<file path="config.mk">
export PLATFORM = sky130hd
export DESIGN_NAME = comparator_serial_n_flat
export DESIGN_NICKNAME = d
export VERILOG_FILES = /design/src/rtl/comparator_serial_n_pkg.sv /design/src/rtl/comparator_serial_n_if.sv /design/src/rtl/comparator_chunk.sv /design/src/rtl/comparator_serial_n.sv /design/src/flat_wrapper.sv
export SDC_FILE = /design/constraint.sdc
export NUM_CORES = 1
export LEC_CHECK = 0
export BUFFER_PORTS_ARGS = -buffer_cell sky130_fd_sc_hd__buf_2
export CAP_MARGIN = 10
export CELL_PAD_IN_SITES_DETAIL_PLACEMENT = 0
export CELL_PAD_IN_SITES_GLOBAL_PLACEMENT = 2
export CORE_MARGIN = 2
export CORE_UTILIZATION = 34
export DETAILED_ROUTE_END_ITERATION = 16
export PLACE_DENSITY = 0.88
export SYNTH_ARGS = -nofsm -noshare
export SYNTH_HDL_FRONTEND = slang
export SYNTH_SLANG_ARGS = --single-unit
</file>
<file path="constraint.sdc">
create_clock -name clk -period 3.5 [get_ports clk]
set_input_delay 0.875 -clock clk [delete_from_list [all_inputs] [get_ports clk]]
set_output_delay 0.875 -clock clk [all_outputs]
set_load 0.01 [all_outputs]
</file>
<file path="src/rtl/comparator_serial_n_pkg.sv">
// Shared constants for the serial magnitude comparator: FSM encodings,
// result codes packed as {less, equal, greater}, and the cycles-width helper.
package comparator_serial_n_pkg;

    localparam logic [0:0] ST_IDLE = 1'b0;
    localparam logic [0:0] ST_CMP  = 1'b1;

    localparam logic [2:0] RES_NONE = 3'b000;
    localparam logic [2:0] RES_LT   = 3'b100;
    localparam logic [2:0] RES_EQ   = 3'b010;
    localparam logic [2:0] RES_GT   = 3'b001;

    function automatic int cycles_width(input int nchunk);
        return $clog2(nchunk + 1);
    endfunction

endpackage

</file>
<file path="src/rtl/comparator_serial_n_if.sv">
// Request/result bundle between a requester (master) and the serial comparator (slave).
interface comparator_serial_n_if
    import comparator_serial_n_pkg::*;
#(
    parameter int WIDTH = 16,
    parameter int CHUNK = 4
);
    localparam int NCHUNK = WIDTH / CHUNK;
    localparam int CW     = cycles_width(NCHUNK);

    logic             start;
    logic             signed_mode;
    logic [WIDTH-1:0] a;
    logic [WIDTH-1:0] b;
    logic             busy;
    logic             done;
    logic             less;
    logic             equal;
    logic             greater;
    logic [CW-1:0]    cycles;

    modport master (
        output start, signed_mode, a, b,
        input  busy, done, less, equal, greater, cycles
    );

    modport slave (
        input  start, signed_mode, a, b,
        output busy, done, less, equal, greater, cycles
    );
endinterface

</file>
<file path="src/rtl/comparator_chunk.sv">
// Combinational CHUNK-bit unsigned magnitude compare; exactly one of lt/eq/gt is high.
module comparator_chunk #(
    parameter int CHUNK = 4
) (
    input  logic [CHUNK-1:0] x,
    input  logic [CHUNK-1:0] y,
    output logic             lt,
    output logic             eq,
    output logic             gt
);
    assign lt = (x < y);
    assign eq = (x == y);
    assign gt = (x > y);
endmodule

</file>
<file path="src/rtl/comparator_serial_n.sv">
// Multi-cycle WIDTH-bit magnitude comparator: scans CHUNK bits per clock from the MSB
// and stops at the first differing chunk. Signed operands are scanned as offset binary.
//
//  state   | meaning
//  ST_IDLE | waiting for start; results held
//  ST_CMP  | scanning chunks, busy high
module comparator_serial_n
    import comparator_serial_n_pkg::*;
#(
    parameter int WIDTH = 16,
    parameter int CHUNK = 4
) (
    input  logic                 clk,
    input  logic                 rst_n,
    comparator_serial_n_if.slave bus
);
    localparam int NCHUNK = WIDTH / CHUNK;
    localparam int CW     = cycles_width(NCHUNK);
    localparam logic [CW-1:0] LAST_IDX = CW'(NCHUNK - 1);
    localparam logic [CW-1:0] ALL_CNT  = CW'(NCHUNK);

    logic [0:0]       state;
    logic [WIDTH-1:0] sh_a;
    logic [WIDTH-1:0] sh_b;
    logic [CW-1:0]    cnt;
    logic             busy_q;
    logic             done_q;
    logic [2:0]       res_q;
    logic [CW-1:0]    cycles_q;
    logic [WIDTH-1:0] msb_flip;
    logic             chunk_lt;
    logic             chunk_eq;
    logic             chunk_gt;

    // Inverting both MSBs maps two's complement onto an unsigned ordering.
    assign msb_flip = {bus.signed_mode, {(WIDTH-1){1'b0}}};

    comparator_chunk #(.CHUNK(CHUNK)) u_chunk (
        .x  (sh_a[WIDTH-1 -: CHUNK]),
        .y  (sh_b[WIDTH-1 -: CHUNK]),
        .lt (chunk_lt),
        .eq (chunk_eq),
        .gt (chunk_gt)
    );

    always_ff @(posedge clk) begin
        if (!rst_n) begin
            state    <= ST_IDLE;
            sh_a     <= '0;
            sh_b     <= '0;
            cnt      <= '0;
            busy_q   <= 1'b0;
            done_q   <= 1'b0;
            res_q    <= RES_NONE;
            cycles_q <= '0;
        end else begin
            done_q <= 1'b0;
            case (state)
                ST_IDLE: begin
                    if (bus.start) begin
                        sh_a   <= bus.a ^ msb_flip;
                        sh_b   <= bus.b ^ msb_flip;
                        cnt    <= '0;
                        busy_q <= 1'b1;
                        state  <= ST_CMP;
                    end
                end
                ST_CMP: begin
                    if (!chunk_eq) begin
                        res_q    <= {chunk_lt, 1'b0, chunk_gt};
                        cycles_q <= cnt + 1'b1;
                        done_q   <= 1'b1;
                        busy_q   <= 1'b0;
                        state    <= ST_IDLE;
                    end else if (cnt == LAST_IDX) begin
                        res_q    <= RES_EQ;
                        cycles_q <= ALL_CNT;
                        done_q   <= 1'b1;
                        busy_q   <= 1'b0;
                        state    <= ST_IDLE;
                    end else begin
                        sh_a <= sh_a << CHUNK;
                        sh_b <= sh_b << CHUNK;
                        cnt  <= cnt + 1'b1;
                    end
                end
                default: begin
                    state  <= ST_IDLE;
                    busy_q <= 1'b0;
                end
            endcase
        end
    end

    assign bus.busy    = busy_q;
    assign bus.done    = done_q;
    assign bus.less    = res_q[2];
    assign bus.equal   = res_q[1];
    assign bus.greater = res_q[0];
    assign bus.cycles  = cycles_q;
endmodule
</file>
<file path="src/flat_wrapper.sv">
// flat-port wrapper written by rule: the top's interface ports become plain ports
module comparator_serial_n_flat import comparator_serial_n_pkg::*;
#(
    parameter int WIDTH = 16,
    parameter int CHUNK = 4
)
  (clk, rst_n, bus_start, bus_signed_mode, bus_a, bus_b, bus_busy, bus_done, bus_less, bus_equal, bus_greater, bus_cycles);
  comparator_serial_n_if #(.WIDTH(WIDTH), .CHUNK(CHUNK)) bus_i ();
  input  logic clk;
  input  logic rst_n;
  input wire logic [$bits(bus_i.start)-1:0] bus_start;
  input wire logic [$bits(bus_i.signed_mode)-1:0] bus_signed_mode;
  input wire logic [$bits(bus_i.a)-1:0] bus_a;
  input wire logic [$bits(bus_i.b)-1:0] bus_b;
  output wire logic [$bits(bus_i.busy)-1:0] bus_busy;
  output wire logic [$bits(bus_i.done)-1:0] bus_done;
  output wire logic [$bits(bus_i.less)-1:0] bus_less;
  output wire logic [$bits(bus_i.equal)-1:0] bus_equal;
  output wire logic [$bits(bus_i.greater)-1:0] bus_greater;
  output wire logic [$bits(bus_i.cycles)-1:0] bus_cycles;
  assign bus_i.start = bus_start;
  assign bus_i.signed_mode = bus_signed_mode;
  assign bus_i.a = bus_a;
  assign bus_i.b = bus_b;
  assign bus_busy = bus_i.busy;
  assign bus_done = bus_i.done;
  assign bus_less = bus_i.less;
  assign bus_equal = bus_i.equal;
  assign bus_greater = bus_i.greater;
  assign bus_cycles = bus_i.cycles;
  comparator_serial_n #(.WIDTH(WIDTH), .CHUNK(CHUNK)) u_core (.clk(clk), .rst_n(rst_n), .bus(bus_i));
endmodule
</file>
### Word level (Yosys, flattened, before mapping)

Index checks and enable logic that the tools add are counted.

| storage, ports and cells | value |
|---|---|
| register bits | 44 |
| bits of input ports | 36 |
| output and inout port bits | 8 |

| cells by class | value |
|---|---|
| equality and inequality tests | 7 |
| muxes and demuxes | 26 |
| add/subtract/negate cells | 1 |
| magnitude comparators | 2 |
| reduce and logical (&&, ||, !) cells | 4 |
| bitwise logic cells | 3 |

Operator list:

| cell | count |
|---|---|
| $mux 16 | 6 |
| $pmux 16 s2 | 2 |
| $xor 16x16->16 | 2 |
| $mux 3 | 7 |
| $mux 1 | 8 |
| $ne 2x2->1 const B | 4 |
| $pmux 3 s2 | 1 |
| $reduce_and 2->1 | 3 |
| $eq 4x4->1 | 1 |
| $gt 4x4->1 | 1 |
| $lt 4x4->1 | 1 |
| $pmux 1 s2 | 2 |
| $add 3x1->3 const B | 1 |
| $eq 3x2->1 const B | 1 |
| $ne 3x3->1 const B | 1 |
| $reduce_and 3->1 | 1 |
| $not 1->1 | 1 |

### Logic depth before layout (Yosys ltp)

| depth | value |
|---|---|
| word-level depth | 4 |
| mapped depth | 7 |

### Cells and area by module

Synthesis repeated with hierarchy kept, for this count alone.

| second synthesis, totals | value |
|---|---|
| cells, all modules | 221 |
| area, all modules | 2,160.8 sq um |

Modules (own cells, without submodules):

| module | area each (sq um) | instances | seq. area each (sq um) | cells each |
|---|---|---|---|---|
| comparator_serial_n | 2,031.9 | 1 | 880.8 | 205 |
| comparator_chunk | 128.9 | 1 | 0.0 | 16 |

### Worst setup path before layout

Ideal clock, no wire load.

| timing path | value |
|---|---|
| kind | input to register |
| from | input bus_start |
| to | register u_core.sh_b[11] |
| stages on the path | 6 |
| buffers on the path | 2 |
| setup time | 119 ps |
| setup slack | 1,729 ps |
| arrival time | 1,652 ps |
| required time | 3,381 ps |
| cells stage by stage | nor2b_2 -> buf_6 -> a21o_4 -> buf_2 -> o21ai_0 -> a21oi_1 |

| on the way | value |
|---|---|
| cells in the longest elaborated chain, start to end | 2 |

Ends and longest elaborated chain:

| element | line | source |
|---|---|---|
| start: declaration | flat_wrapper.sv:11 | `input wire logic [$bits(bus_i.start)-1:0] bus_start;` |
| $ne 2x2->1 (no line) | - |  |
| $reduce_and 3->1 (no line) | - |  |
| end signal: assignment | comparator_serial_n.sv:62 | `sh_b <= bus.b ^ msb_flip;` |
| end signal: assignment | comparator_serial_n.sv:83 | `sh_b <= sh_b << CHUNK;` |
| end: declaration | comparator_serial_n.sv:24 | `logic [WIDTH-1:0] sh_b;` |

Every way passes these cells.
A chain may end at the register's enable or synchronous reset.

==> results.md <==
* Run status: finished clean
* Synth top area cells: dfxtp_1 46%, mux2i_1 11%, a21oi_1 9.3%, o21ai_0 6.7%, ha_1 3.9%
* CTS Buffer Depth at 2
* Distinct cells, synth at 30
* Min-Delay Startpoint: u_core.bus.cycles[0]$_SDFFE_PN0P_
* Synth Flop Type: dfxtp_1
* MaxCap Viol Count at 0
* Gr ovfl total at 0
* Hold_buf cts at 0
* Post-place setup slack at 1.20 ns
* CP peak stage delay at 0.40 ns
* Final hold slack at 0.466 ns
* Max Freq at 0.506 GHz
* Fin crit period at 1.98 ns
* Part of the cycle the worst path needs at 56.5%
* Antenna cells at 0
* Slew headroom at 67.7%
* Simple-Gate Fraction of Synth Area at 9.98%
* CTS Buf Count at 5
* Initial antenna violation count at 0
* Final Hold Fails at 0
* Hold Crit Class: flop to flop
* Unrepaired setup endpoints after global routing: no
* Worst Tran Pin Value at 0.484 ns
* Fill cell count at 590
* Final setup TNS at 0 ns
* Number of port buffers at 43
* Starting DRC count in detailed routing at 76
* Crit path max fanout at 30
* Multi-input logic area at 922 um^2
* Xor and xnor area share after synthesis at 0.907%
* Worst EP required at 3.75 ns
* Synth top area share at 45.6%
* Die Y at 79.4 um
* CTS resizes at 0
* Synthesis Warnings at 0
* Clk slew on worst S/H paths at 0.09 ns
* Worst-skew pair later-pin latency at 0.30 ns
* CTS tree: yes
* Commonest non-fill, non-tap cells in the layout: 44 x dfxtp_1, 43 x buf_2, 36 x a21oi_1
* Largest family of logic cells by synthesized area: compound AO/OA/AOI/OAI gates
* Synth-to-Final Area Change at 17.0%
* Crit path DAT at 2.22 ns
* CP max-delay cell: a21oi_1
* CP Launch Type: input pin
* Ys async rst share at 0%
* Final Setup Violations at 0
* Routed Antenna Nets at 0
* Sequential area share after synthesis at 45.6%
* Fraction of layout cells with a size suffix above 1 at 23.4%
* Initial core utilization at 35.1%
* Number of enable flip-flop cells after synthesis at 0
* Pre-antenna DRT Iters at 4
* DRC viols at 0
* Commonest non-fill, non-tap cell in the layout: dfxtp_1
* Final instance area at 2260 um^2
* Die width at 79.4 um
* Pleak at 0.941 nW
* Synth Area in Compound Gates at 21.0%
* Multiplexer area fraction after synthesis at 12.0%
* CP Capture Type: flop
* Detailed Place HPWL at 2900 um
* Core area at 5510 um^2
* Worst Skew at 0.0133 ns
* Critical path's top delay family: buffers and inverters
* Placer Congestion at 0.702
* Reg-to-reg startpoint: u_core.state$_SDFF_PN0_
* Post-Syn Area per Cell at 9.28 um^2
* Num rows at 27
* Post-CTS setup repair buffer count at 0
* Worst setup startpoint: rst_n
* Critical path, cell by cell: buf_2 -> inv_1 -> a21oi_1 -> a22o_1
* Die area at 6300 um^2
* Via count at 1539
* Post-Synth Adder-Cell Area at 3.89%
* Critical path type: input pin to flop
* Post-synthesis register bit count at 44
* Power Dens Cells at 529 nW/um^2
* Synth Cell Area at 1930 um^2
* Register Area at 881 um^2
* First-pass GRT wire length at 6910 um
* H-tree levels at 2
* Root buffer cell: clkbuf_8
* WL/cell at 13.2 um
* Vias per cell at 4.87
* Largest net degree at the start of global routing at 50
* Slew Limit Fails at 0
* VDD IR max at 0.189 mV
* Nets@finish at 285
* Io pins at 44
* Num Clock Sinks at 44
* Worst path bufs/invs at 2
* Post-synth top area cell: dfxtp_1
* Design Power at 1.19 mW
* Min setup slack post-route at 1.52 ns
* GRT Total Usage at 14.2%
* Number of global-route vias before repair at 1484
* Post-synthesis net count at 250
* Total Wirelength at 4180 um
* Post-synthesis cell count at 208
* DP Area at 2140 um^2
-- cell usage after synthesis, drive strengths merged (2+ instances only) --
master,number
a22o,2
o2bb2ai,2
and3,4
ha,6
inv,7
nor2,3
clkbuf,6
nor2b,2
mux2i,22
buf,10
nand3,11
o21ai,26
nand2b,2
a21oi,36
nand2,13
dfxtp,44
xnor2,2
o21a,2
-- metrics by stage --
stage,utilization [%],cells
2_1_floorplan,-,208
3_3_place_gp,38.9,308
3_5_place_dp,38.9,308
4_1_cts,41.0,316
5_1_grt,41.0,316
6_report,41.0,316
-- cell type report --
type,count,share of cell area [%]
multi-input cells,141,40.8
flip-flops and latches,44,39.0
repair buffers,44,9.86
well taps,72,3.99
clock buffers,5,3.05
clock inverters,3,2.11
inverters,7,1.16
-- logic make-up (layout without fill, tap and decap cells) --
logic type      Yosys count  after routing
compound gates           73             73
xor+xnor                  2              2
fa+ha+maj                 6              6
buf+inv                  23             59
flops                    44             44
mux                      23             23
simple gates             37             37
-- worst register-to-register path: cells and delay by family (launching register included) --
kind / cells / cell delay [ns]
flops: 1 / 0.41
simple gates: 3 / 0.85
compound gates: 1 / 0.16
buf+inv: 1 / 0.44
-- where the power goes --
| part | leakage, nW | total (mW) | switching (mW) | internal, mW |
|---|---|---|---|---|
| clock network | 0.0583 | 0.400 | 0.185 | 0.215 |
| registers | 0.363 | 0.578 | 0.0265 | 0.551 |
| logic | 0.520 | 0.216 | 0.123 | 0.0929 |
-- state kept, by name (all words and copies together), names as in the netlist --
signal / count
u_core.bus.busy: 1
u_core.bus.cycles: 3
u_core.bus.done: 1
u_core.cnt: 3
u_core.res_q: 3
u_core.sh_a: 16
u_core.sh_b: 16
u_core.state: 1
-- layer usage --
metal | track usage, % | routed length, um | vias up
li1 | - | - | 811
met1 | 18.7 | 2060 | 693
met2 | 22.5 | 1930 | 30
met3 | 2.84 | 129 | 5
met4 | 6.21 | 66 | 0
met5 | 0 | 0 | -
-- worst paths after layout --
| path | to | slack, ns | cells past startpoint |
|---|---|---|---|
| hold / removal | u_core.bus.cycles[0]$_SDFFE_PN0P_ | 0.47 | 1 |
| hold reg to reg | u_core.bus.cycles[0]$_SDFFE_PN0P_ | 0.47 | 1 |
| setup / recovery | u_core.bus.cycles[1]$_SDFFE_PN0P_ | 1.52 | 4 |
| setup reg to reg | u_core.cnt[2]$_SDFFE_PN0P_ | 1.55 | 5 |
No activity file was read; power rests on OpenSTA's default activity.
